`config.mk`:
```
export PLATFORM = sky130hd
export DESIGN_NAME = vga_fb_arbiter
export DESIGN_NICKNAME = d
export VERILOG_FILES = /design/src/rtl/vga_fb_pkg.sv /design/src/rtl/vga_fb_clear_seq.sv /design/src/rtl/vga_fb_arbiter.sv
export SDC_FILE = /design/constraint.sdc
export NUM_CORES = 1
export LEC_CHECK = 0
export CAP_MARGIN = 5
export CELL_PAD_IN_SITES_DETAIL_PLACEMENT = 0
export CELL_PAD_IN_SITES_GLOBAL_PLACEMENT = 1
export CORE_AREA = 2 2 80 82
export DETAILED_ROUTE_END_ITERATION = 12
export DIE_AREA = 0 0 82 84
export GPL_TIMING_DRIVEN = 0
export PLACE_DENSITY = 0.83
export SYNTH_ARGS = -nofsm -noshare
export SYNTH_HDL_FRONTEND = slang
export SYNTH_SLANG_ARGS = --single-unit
```
`constraint.sdc`:
```
create_clock -name clk25MHz -period 4.9 [get_ports clk25MHz]
set_input_delay 0.98 -clock clk25MHz [delete_from_list [all_inputs] [get_ports clk25MHz]]
set_output_delay 0.98 -clock clk25MHz [all_outputs]
set_load 0.01 [all_outputs]
```
`src/rtl/vga_fb_pkg.sv`:
```
// Shared geometry, widths and state encodings for the framebuffer arbiter.
// The framebuffer is 64x48 cells, each cell covering 10x10 screen pixels.
package vga_fb_pkg;

    localparam int FB_COLS  = 64;
    localparam int FB_ROWS  = 48;
    localparam int FB_DEPTH = FB_COLS * FB_ROWS;
    localparam int CELL_PX  = 10;
    localparam int ADDR_W   = 12;
    localparam int DATA_W   = 3;
    localparam int STALL_W  = 16;

    typedef enum logic [1:0] {
        IDLE  = 2'd0,
        CLEAR = 2'd1,
        DONE  = 2'd2
    } clr_state_e;

    typedef enum logic [1:0] {
        OWN_NONE = 2'd0,
        OWN_DISP = 2'd1,
        OWN_CLR  = 2'd2,
        OWN_WR   = 2'd3
    } owner_e;

endpackage

```
`src/rtl/vga_fb_clear_seq.sv`:
```
// Clear engine: sweeps every framebuffer cell with a latched colour, advancing
// only on cycles where the arbiter hands it the RAM slot.
module vga_fb_clear_seq #(
    parameter int ADDR_W   = 12,
    parameter int DATA_W   = 3,
    parameter int FB_DEPTH = 3072
) (
    input  logic              clk25MHz,
    input  logic              resetn,
    input  logic              slot_granted,
    input  logic              clear_start,
    input  logic [DATA_W-1:0] clear_color,
    output logic              busy,
    output logic              done,
    output logic [ADDR_W-1:0] clr_addr,
    output logic [DATA_W-1:0] clr_data
);
    import vga_fb_pkg::*;

    localparam logic [ADDR_W-1:0] LAST_ADDR = ADDR_W'(FB_DEPTH - 1);

    clr_state_e        state;
    clr_state_e        state_nxt;
    logic [ADDR_W-1:0] ptr;
    logic [DATA_W-1:0] color;
    logic              wrote;

    assign wrote = (state == CLEAR) && slot_granted;

    always_ff @(posedge clk25MHz or negedge resetn) begin
        if (!resetn) state <= IDLE;
        else         state <= state_nxt;
    end

    always_comb begin
        state_nxt = state;
        unique case (state)
            IDLE:    if (clear_start) state_nxt = CLEAR;
            CLEAR:   if (wrote && ptr == LAST_ADDR) state_nxt = DONE;
            DONE:    state_nxt = IDLE;
            default: state_nxt = IDLE;
        endcase
    end

    always_comb begin
        busy = (state == CLEAR);
        done = (state == DONE);
    end

    // Colour is only latched from IDLE, so restarts during a sweep are ignored.
    always_ff @(posedge clk25MHz or negedge resetn) begin
        if (!resetn) begin
            ptr   <= '0;
            color <= '0;
        end else if (state == IDLE && clear_start) begin
            ptr   <= '0;
            color <= clear_color;
        end else if (wrote) begin
            ptr   <= ptr + ADDR_W'(1);
        end
    end

    assign clr_addr = ptr;
    assign clr_data = color;

endmodule

```
`src/rtl/vga_fb_arbiter.sv`:
```
// Single-port framebuffer arbiter: scan-out reads win every cycle they ask,
// then the clear engine, then the draw writer via a combinational grant.
module vga_fb_arbiter #(
    parameter int ADDR_W   = 12,
    parameter int DATA_W   = 3,
    parameter int FB_DEPTH = 3072,
    parameter int STALL_W  = 16
) (
    input  logic               clk25MHz,
    input  logic               resetn,
    input  logic               disp_req,
    input  logic [ADDR_W-1:0]  disp_addr,
    output logic               disp_valid,
    output logic [DATA_W-1:0]  disp_data,
    input  logic               wr_req,
    input  logic [ADDR_W-1:0]  wr_addr,
    input  logic [DATA_W-1:0]  wr_data,
    output logic               wr_gnt,
    input  logic               clear_start,
    input  logic [DATA_W-1:0]  clear_color,
    output logic               clear_busy,
    output logic               clear_done,
    output logic [STALL_W-1:0] wr_stall_cnt,
    output logic [ADDR_W-1:0]  ram_addr,
    output logic               ram_we,
    output logic [DATA_W-1:0]  ram_wdata,
    input  logic [DATA_W-1:0]  ram_rdata
);
    import vga_fb_pkg::*;

    owner_e            owner;
    logic              clr_busy;
    logic              clr_done;
    logic [ADDR_W-1:0] clr_addr;
    logic [DATA_W-1:0] clr_data;
    logic [2:1]        vld_pipe;

    vga_fb_clear_seq #(
        .ADDR_W   (ADDR_W),
        .DATA_W   (DATA_W),
        .FB_DEPTH (FB_DEPTH)
    ) u_clear (
        .clk25MHz     (clk25MHz),
        .resetn       (resetn),
        .slot_granted (owner == OWN_CLR),
        .clear_start  (clear_start),
        .clear_color  (clear_color),
        .busy         (clr_busy),
        .done         (clr_done),
        .clr_addr     (clr_addr),
        .clr_data     (clr_data)
    );

    // Writer is held off for the whole CLEAR and DONE window, not just CLEAR.
    always_comb begin
        owner = OWN_NONE;
        if (resetn) begin
            if (disp_req)                            owner = OWN_DISP;
            else if (clr_busy)                       owner = OWN_CLR;
            else if (wr_req && !clr_busy && !clr_done) owner = OWN_WR;
        end
    end

    always_comb begin
        ram_addr  = '0;
        ram_we    = 1'b0;
        ram_wdata = '0;
        wr_gnt    = 1'b0;
        unique case (owner)
            OWN_DISP: ram_addr = disp_addr;
            OWN_CLR: begin
                ram_addr  = clr_addr;
                ram_we    = 1'b1;
                ram_wdata = clr_data;
            end
            OWN_WR: begin
                ram_addr  = wr_addr;
                ram_we    = 1'b1;
                ram_wdata = wr_data;
                wr_gnt    = 1'b1;
            end
            default: ;
        endcase
    end

    // Read issued in N, RAM data arrives in N+1 and is captured, pulse in N+2.
    always_ff @(posedge clk25MHz or negedge resetn) begin
        if (!resetn) begin
            vld_pipe  <= '0;
            disp_data <= '0;
        end else begin
            vld_pipe  <= {vld_pipe[1], owner == OWN_DISP};
            if (vld_pipe[1]) disp_data <= ram_rdata;
        end
    end

    assign disp_valid = vld_pipe[2];

    always_ff @(posedge clk25MHz or negedge resetn) begin
        if (!resetn)
            wr_stall_cnt <= '0;
        else if (wr_req && !wr_gnt && wr_stall_cnt != {STALL_W{1'b1}})
            wr_stall_cnt <= wr_stall_cnt + STALL_W'(1);
    end

    assign clear_busy = clr_busy;
    assign clear_done = clr_done;

endmodule
```
==> results.md, run 1 <==
* Type of origin of the critical path: input port
* Fin crit share at ~85%
* Post-route setup slack at 758 ps
* Pin count of the biggest net entering global routing at 36
* Clock Sinks at 38
* # rows at 29
* Hold Path Origin: vld_pipe[1]$_DFF_PN0_
* Synth top area share at 46.9%
* Max layer used: met4
* H-Tree Depth at 2
* Pre-antenna DRT Iters at 6
* Antenna cells at 0
* Post-Syn Instances at 195
* Post-route cell area at 3010 um2
* Metal2 WL at 2.73 mm
* Library cells used by synthesis at 38
* Beginning of the critical path: disp_req
* Placed Area at 2900 um2
* Synth top area cells: dfrtp_1 47%, xor2_1 7.3%, a222oi_1 5.9%, mux2_2 4.4%, nand3_1 3.0%
* Layout cell share with drive strength beyond 1 at 10.7%
* CORE AREA at 6100 um2
* Place WS at 724 ps
* Worst Setup End Kind: output port
* Area Growth Syn to Fin at 48.2%
* Initial core utilization at between 30% and 40%
* CTS tree: yes
* Final Hold Viols at 0
* Status: finished clean
* Setup Skew at 7.74 ps
* Critical Path AT at about 3200 ps
* Routability cong. at between 0.7 and 0.8
* Syn_nets at 235
* First-pass GRT wire length at 8.78 mm
* Worst min-delay path class: flip-flop to flip-flop
* Synthesized flop and latch total at 38
* R2r startpoint: wr_stall_cnt[0]$_DFFE_PN0P_
* DIE AREA at just under 7000 um2
* M1 WL at 2.38 mm
* Wire per inst at 14.9 um
* Sequential cell area at 951 um2
* Clock Tree Buf Depth at 2
* Total grt overflow at 0
* # resized after CTS at 0
* Filler cells at 563
* WL met3 at 140 um
* Post-CTS setup buffer count at 0
* Clock-pin slew on the worst setup and hold paths at 70 ps
* RSZ-0062 raised after global routing: no
* Total routed wirelength at about 5.3 mm
* Antenna Violating Nets Remaining at 0
* Sequential share of the synthesized area at 46.9%
* Yosys warns at 0
* Minimum clock period at 4140 ps
* Multi-input logic area at 981 um2
* Syn_area_per_cell at 10.4 um2
* Remaining DRCs at 0
* DP HPWL at 4.01 mm
* Die Ht at 84 um
* Number of synthesized flops with an enable pin at 0
* LEAKAGE at 1.28 nW
* IO Pins at between 70 and 80
* Vias in the first global route at roughly 1700
* Final setup violation count at 0
* Hold Buf Count CTS at 0
* Via count at approximately 1900
* GR Util All Layers at 16.3%
* Setup tns final at 0 ps
* Max cap viols at 0
* Horiz. Die Dim at a little over 80 um
* First DRT Iteration DRCs at 166
* Root Buffer: clkbuf_8
* Fmax at 241 MHz
* VDD IR max at between 0.15 and 0.2 mV
* Final Slew Violations at 0
* Initial antenna violation count at 0
* Crit path max fanout at 10
* Worst EP required at slightly below 4000 ps
* Biggest area consumer among synthesized cells: dfrtp_1
* WS Path Type: input port to output port
* Slew headroom at 58.5%
* Top cells by count, synth: 38 x dfrtp_1, 17 x xor2_1, 14 x inv_1
* Asr flop ratio synth at 100%
* Fin nets at between 300 and 400
* I/O Buffers at 76
* Count leader, synth: dfrtp_1
* Worst slew pin tran at 619 ps
* Clk_lat worst skew at 290 ps
* Total CTS buffers at 5
* Power density over cell area at 351 nW/um2
* Vias per cell at 5.24
* Top_reg_cell synth: dfrtp_1
* Synthesized area at 2030 um2
## flip-flops by register name, summed over array words and instances, names as in the netlist
name and flops:
disp_data 3, u_clear.clr_addr 12, u_clear.clr_data 3, u_clear.state 2
vld_pipe 2, wr_stall_cnt 16
## worst paths after layout
| path | end | slack (ps) | cells past startpoint |
|---|---|---|---|
| setup / recovery | ram_addr[0] | 760 | 7 |
| hold / removal | vld_pipe[2]$_DFF_PN0_ | 470 | 0 |
| setup reg to reg | wr_stall_cnt[1]$_DFFE_PN0P_ | 2920 | 6 |
| hold reg to reg | vld_pipe[2]$_DFF_PN0_ | 470 | 0 |
| max in group asynchronous | vld_pipe[2]$_DFF_PN0_ | 3930 | 2 |
| min in group asynchronous | wr_stall_cnt[11]$_DFFE_PN0P_ | 530 | 1 |
## worst max-delay path, stage by stage
cell and delay (ps):
clkdlybuf4s50_1 430, nand2b_1 220, nor3b_2 450, buf_2 310, a222oi_1 130, inv_1 80, clkdlybuf4s50_1 550
## routing by layer
layer	up-vias	track usage (%)
li1	892	-
met1	943	23.4
met2	29	25.2
met3	8	2.49
met4	0	4.55
met5	-	0
## cells in the final DEF (no fill, tap or decap), types with 2 or more instances in the layout
cell type        synthesis  layout
nor3b_2                  2       2
or3_1                    6       6
nand3_1                 12      12
a222oi_1                12      12
and4bb_2                 2       2
mux2_2                   8       8
clkdlybuf4s50_1          0      75
nand2_1                 10      10
nor4_1                   8       8
nor2b_1                  2       2
nand4_1                  5       5
and4_1                   3       3
a22o_1                   3       3
ha_1                     2       2
o21ai_0                  6       6
dfrtp_1                 38      38
clkbuf_1                 2       4
xor2_1                  17      17
nor2_1                   8       8
buf_2                    5       6
inv_1                   14      14
nor3_1                   6       6
a21oi_1                  7       7
clkbuf_8                 0       5
mux2i_1                  2       2
## through the flow
stage / cells / power (mW) / util (%) / hold WS [ps]
detailed placement: 349 / 0.803 / 47.6 / 467
global route: 357 / 1.13 / 49.3 / 500
global placement: 348 / 0.794 / 47.3 / 457
CTS: 357 / 1.07 / 49.3 / 479
floorplan: 195 / 0.610 / - / 416
finish: 357 / 1.05 / 49.3 / 471
## area by class of cell
class | count | share of cell area, %
well taps | 77 | 3.20
plain buffers | 8 | 1.46
clock buffers | 7 | 2.54
clock inverters | 1 | 0.999
repair buffers | 77 | 25.8
inverters | 14 | 1.75
multi-input cells | 135 | 32.6
flip-flops and latches | 38 | 31.6
## cell families (layout without fill, tap and decap cells)
| kind of cell | after synthesis | count (layout) | synth area share, % |
|---|---|---|---|
| buf+inv | 22 | 107 | 4.75 |
| fa+ha+maj | 2 | 2 | 1.23 |
| flops | 38 | 38 | 46.9 |
| compound gates | 32 | 32 | 12.2 |
| simple gates | 72 | 72 | 21.0 |
| xor+xnor | 19 | 19 | 8.58 |
| mux | 10 | 10 | 5.43 |
## where the power goes
part | switching [mW] | internal [mW] | total [mW]
Sequential | 0.0964 | 0.383 | 0.480
Combinational | 0.124 | 0.191 | 0.314
Clock | 0.108 | 0.152 | 0.260
Total | 0.328 | 0.726 | 1.05
Power figures use the tool's default switching activity.
==> inputs of run 2 (changes only) <==
--- a/config.mk
+++ b/config.mk
@@ -8,11 +8,11 @@
 export CAP_MARGIN = 5
 export CELL_PAD_IN_SITES_DETAIL_PLACEMENT = 0
 export CELL_PAD_IN_SITES_GLOBAL_PLACEMENT = 1
-export CORE_AREA = 2 2 80 82
+export CORE_AREA = 2 2 82 84
 export DETAILED_ROUTE_END_ITERATION = 12
-export DIE_AREA = 0 0 82 84
+export DIE_AREA = 0 0 84 86
 export GPL_TIMING_DRIVEN = 0
-export PLACE_DENSITY = 0.83
+export PLACE_DENSITY = 0.79
 export SYNTH_ARGS = -nofsm -noshare
 export SYNTH_HDL_FRONTEND = slang
 export SYNTH_SLANG_ARGS = --single-unit
==> constraint.sdc (replaced) <==
create_clock -name clk25MHz -period 4 [get_ports clk25MHz]
set_input_delay 0.8 -clock clk25MHz [delete_from_list [all_inputs] [get_ports clk25MHz]]
set_output_delay 0.8 -clock clk25MHz [all_outputs]
set_load 0.01 [all_outputs]
==> results.md, run 2 (synthesized netlist as in run 1, its figures left out) <==
* Status: finished clean
* Largest Register: wr_stall_cnt
* Worst min-delay path class: input port to async pin
* Setup tns final at 0 ps
* RSZ-0062 raised after global routing: no
* Slew headroom at 58.3%
* Hold Buf Count CTS at 0
* Pin count of the biggest net entering global routing at 32
* Non-Filler Instances at 357
* Clock-pin slew on the worst setup and hold paths at 80 ps
* Placed Area at 2900 um2
* H-Tree Depth at 2
* Remaining DRCs at 0
* Max cap viols at 0
* Most frequent cells in the layout: 75 x clkdlybuf4s50_1, 38 x dfrtp_1, 17 x xor2_1
* LEAKAGE at 1.28 nW
* CTS tree: yes
* Final hold slack at 381 ps
* Fin nets at 319
* Via count at ~1800
* Most frequent CP cell: clkdlybuf4s50_1
* Area Growth Syn to Fin at 48.0%
* WS Path Type: input port to output port
* Initial antenna violation count at 0
* Filler cells at 636
* Final Slew Violations at 0
* Worst EP required at 3200 ps
* GR Util All Layers at 15.6%
* Clk_lat worst skew at 280 ps
* # rows at 29
* Wire per inst at 15.2 um
* Post-route cell area at 3000 um2
* First DRT Iteration DRCs at 172
* Critical Path AT at around 2900 ps
* Root Buffer: clkbuf_8
* Total routed wirelength at approximately 5.4 mm
* Setup Skew at ~6.3 ps
* Horiz. Die Dim at 84 um
* Antenna cells at 0
* Most common cell after layout, fill and taps aside: clkdlybuf4s50_1
* I/O Buffers at 76
* DIE AREA at a little over 7000 um2
* Layout cell share with drive strength beyond 1 at 11.4%
* PnR Total Power at 1.25 mW
* Place WS at 163 ps
* Post-route core utilization at 47.8%
* Total CTS buffers at 5
* CP max stage cell: clkdlybuf4s50_1
* Total grt overflow at 0
* IO Pins at 77
* Fin crit share at 92.8%
* Clock Sinks at 38
* Max incr delay on CP at 550 ps
* Power density over cell area at just over 400 nW/um2
* Max reg flops at 16
* Minimum clock period at between 3000 and 4000 ps
* DP HPWL at 4.11 mm
* Worst slew pin tran at about 620 ps
* Fmax at ~270 MHz
* Type of origin of the critical path: input port
* Final setup violation count at 0
* Antenna Violating Nets Remaining at 0
* Vias per cell at 5.16
* Pre-antenna DRT Iters at 4
* Post-route setup slack at 289 ps
* Initial core utilization at 32.3%
* Routability cong. at roughly 0.76
* Vias in the first global route at 1869
* Crit path max fanout at 10
* Final Hold Viols at 0
* Clock Tree Buf Depth at 2
* VDD IR max at 0.245 mV
* Die Ht at 86 um
* Reg2Reg Setup Slack at 2020 ps
* First-pass GRT wire length at approximately 9.2 mm
* Worst Setup End Kind: output port
* CORE AREA at roughly 6300 um2
* Placed Cells at approximately 350
* CP cell instances: clkdlybuf4s50_1 > nand2b_1 > nor3b_4 > buf_2 > a222oi_1 > inv_1 > clkdlybuf4s50_1
[run 2: changes by cell type in the layout (fill, tap and decap cells not counted)]
cell        previous run  this run
nor3b_2                2         1
clkbuf_1               4         2
clkinvlp_4             0         1
bufinv_16              1         0
nor3b_4                0         1
clkbuf_8               5         6
clkinv_2               0         1
[run 2: critical path: cells and delay by family]
kind | cells | cell delay [ps]
and+or+nand+nor | 2 | 620
buffers and inverters | 4 | 1360
AOI/OAI and AO/OA | 1 | 130
[run 2: layout make-up]
cell class                      instances  area (um2)  area share (%)
Multi-Input combinational cell        135         987            32.9
Sequential cell                        38         951            31.7
Timing Repair Buffer                   77         776            25.8
Tap cell                               77        96.3            3.21
Clock buffer                            6        82.6            2.75
Inverter                               14        52.6            1.75
Buffer                                  8        43.8            1.46
Clock inverter                          2        12.5           0.417
[run 2: what timing repair did]
action	in CTS	in global routing
endpoints found under the setup margin	0	1
resized for setup	0	1
buffers inserted	0	0
[run 2: path summary, 6_finish.rpt]
kind                                             start  cells after the start                            to
max                                           disp_req                      7                   ram_addr[7]
max in group asynchronous                       resetn                      2  wr_stall_cnt[13]$_DFFE_PN0P_
min reg2reg                      vld_pipe[1]$_DFF_PN0_                      0         vld_pipe[2]$_DFF_PN0_
min in group clk25MHz            vld_pipe[1]$_DFF_PN0_                      0         vld_pipe[2]$_DFF_PN0_
max reg2reg                wr_stall_cnt[0]$_DFFE_PN0P_                      6   wr_stall_cnt[1]$_DFFE_PN0P_
min                                             resetn                      1         vld_pipe[2]$_DFF_PN0_
[run 2: report_power, final]
part	leakage (nW)	internal [mW]	switching [mW]
Sequential	0.476	0.469	0.115
Clock	0.0472	0.139	0.134
Combinational	0.755	0.235	0.154
Total	1.28	0.843	0.403
[run 2: routing by layer]
layer	share of wire, %	up-vias	track usage (%)	wire length, um
li1	-	897	-	-
met5	0	-	0	0
met3	3.9	2	2.98	210
met4	0.74	0	4.40	40
met1	45	905	20.5	2420
met2	51	37	26.5	2750
==> inputs of run 3 (changes only) <==
--- a/config.mk
+++ b/config.mk
@@ -12,7 +12,9 @@
 export DETAILED_ROUTE_END_ITERATION = 12
 export DIE_AREA = 0 0 84 86
 export GPL_TIMING_DRIVEN = 0
+export MAX_ROUTING_LAYER = met4
 export PLACE_DENSITY = 0.79
+export SLEW_MARGIN = 0
 export SYNTH_ARGS = -nofsm -noshare
 export SYNTH_HDL_FRONTEND = slang
 export SYNTH_SLANG_ARGS = --single-unit
==> constraint.sdc (replaced) <==
create_clock -name clk25MHz -period 4 [get_ports clk25MHz]
set_input_delay 0.6 -clock clk25MHz [delete_from_list [all_inputs] [get_ports clk25MHz]]
set_output_delay 0.6 -clock clk25MHz [all_outputs]
set_load 0.01 [all_outputs]
==> results.md, run 3 (synthesized netlist as in run 1, its figures left out) <==
* Hold Buf Count CTS at 0
* Place WS at 563 ps
* # rows at 29
* Wire per inst at 15.2 um
* WS Path Type: input port to output port
* Layout cell share with drive strength beyond 1 at 11.4%
* Slew headroom at 58.1%
* DP HPWL at 4.11 mm
* H-Tree Depth at 2
* Reg power frac at 46.9%
* Clock share of power at approximately 22%
* Clock Tree Buf Depth at 2
* Post-route core utilization at 47.7%
* GR Util All Layers at 16.1%
* Pin count of the biggest net entering global routing at 32
* Logic pwr share at 31.1%
* Vias in the first global route at 1870
* Max cap viols at 0
* CTS tree: yes
* First DRT Iteration DRCs at 172
* Antenna cells at 0
* Type of origin of the critical path: input port
* Power density over cell area at 416 nW/um2
* Worst min-delay path class: input port to async pin
* Global route hottest layer: met2
* Remaining DRCs at 0
* # resized after CTS at 0
* DIE AREA at 7220 um2
* Horiz. Die Dim at 84 um
* Post-CTS setup buffer count at 0
* Fmax at ~300 MHz
* Status: finished clean
* Switching share of total power at about a third
* Worst EP required at 3400 ps
* Initial antenna violation count at 0
* Final Hold Viols at 0
* Minimum clock period at 3410 ps
* Initial core utilization at 32.3%
* IO Pins at 77
* Fin nets at 319
* Worst slew pin tran at 625 ps
* Clock Sinks at 38
* LEAKAGE at 1.27 nW
* Setup Skew at 9.42 ps
* Largest Register: wr_stall_cnt
* Critical Path AT at 2810 ps
* Total routed wirelength at 5.44 mm
* Met3 Use GR at 2.60%
* Crit path max fanout at 31
* Most frequent cells in the layout: 75 x clkdlybuf4s50_1, 38 x dfrtp_1, 17 x xor2_1
* Placed Cells at 349
* Post-route setup slack at 587 ps
* Via count at ~1800
* Post-route cell area at between 2000 and 3000 um2
* Clock-pin slew on the worst setup and hold paths at 80 ps
* Area Growth Syn to Fin at 47.7%
* Internal power at 0.842 mW
* Routability cong. at between 0.7 and 0.8
* RSZ-0062 raised after global routing: no
* CORE AREA at 6280 um2
* Pre-antenna DRT Iters at 6
* Met2 track demand over resource at between 20% and 30%
* Total grt overflow at 0
* Root Buffer: clkbuf_8
* First-pass GRT wire length at 9.22 mm
* Most common cell after layout, fill and taps aside: clkdlybuf4s50_1
* VDD IR max at between 0.2 and 0.25 mV
* P_sw at approximately 0.40 mW
* Fin crit share at 85.3%
* I/O Buffers at 76
* Vias per cell at around 5.2
* Final Slew Violations at 0
* Clk_lat worst skew at 280 ps
* Filler cells at 634
* Die Ht at 86 um
* Placed Area at 2900 um2
* Max reg flops at 16
* Non-Filler Instances at 357
* Total CTS buffers at 5
* Final setup violation count at 0
* Setup tns final at 0 ps
* Antenna Violating Nets Remaining at 0
* Worst Setup End Kind: output port
* Met1 Track Usage GR at about a fifth
[run 3: cell count changes in the layout (fill, tap and decap cells not counted)]
cell | previous run | this run
nor3b_2 | 1 | 2
nor3b_4 | 1 | 0
[run 3: final timing paths]
kind                                                   from                      endpoint  slack, ps  cells after the start
worst max-delay path                                 resetn                   ram_addr[7]        590                      8
worst min-delay path                                 resetn         vld_pipe[2]$_DFF_PN0_        180                      1
worst max register to register  wr_stall_cnt[0]$_DFFE_PN0P_   wr_stall_cnt[1]$_DFFE_PN0P_       2010                      6
worst min register to register        vld_pipe[1]$_DFF_PN0_         vld_pipe[2]$_DFF_PN0_        480                      0
max in group asynchronous                            resetn  u_clear.state[1]$_DFFE_PN0P_       3370                      2
min in group clk25MHz                 vld_pipe[1]$_DFF_PN0_         vld_pipe[2]$_DFF_PN0_        480                      0
[run 3: metal layers]
metal,up-vias,share of wire [%]
met5,-,0
met4,0,0.73
met3,2,3.0
met2,36,51
met1,912,45
li1,896,-
[run 3: worst max-delay path, cell delays in order]
cell and delay (ps):
buf_2 250, buf_12 240, nand2b_1 160, nor3b_2 470, buf_2 320, a222oi_1 130, inv_1 80, clkdlybuf4s50_1 540
[run 3: layout make-up]
class	count	area, um2	area share (%)
inverter	14	52.6	1.75
multi-input combinational	135	981	32.7
timing repair buffer	77	776	25.9
sequential	38	951	31.7
buffer	8	43.8	1.46
clock inverter	2	12.5	0.418
clock buffer	6	82.6	2.76
tap	77	96.3	3.22
[run 3: metrics by stage]
step / hold WS (ps) / total power [mW]
4_1_cts: 180 / 1.26
3_5_place_dp: 471 / 0.987
2_1_floorplan: 304 / 0.747
6_report: 182 / 1.25
5_1_grt: 175 / 1.33
3_3_place_gp: 482 / 0.976
[run 3: power groups by stage]
stage          combinational (mW)  sequential, mW  clock, mW
2_1_floorplan               0.158           0.590          0
3_3_place_gp                0.383           0.593          0
3_5_place_dp                0.392           0.595          0
4_1_cts                     0.394           0.586      0.284
5_1_grt                     0.424           0.604      0.301
6_report                    0.388           0.585      0.274
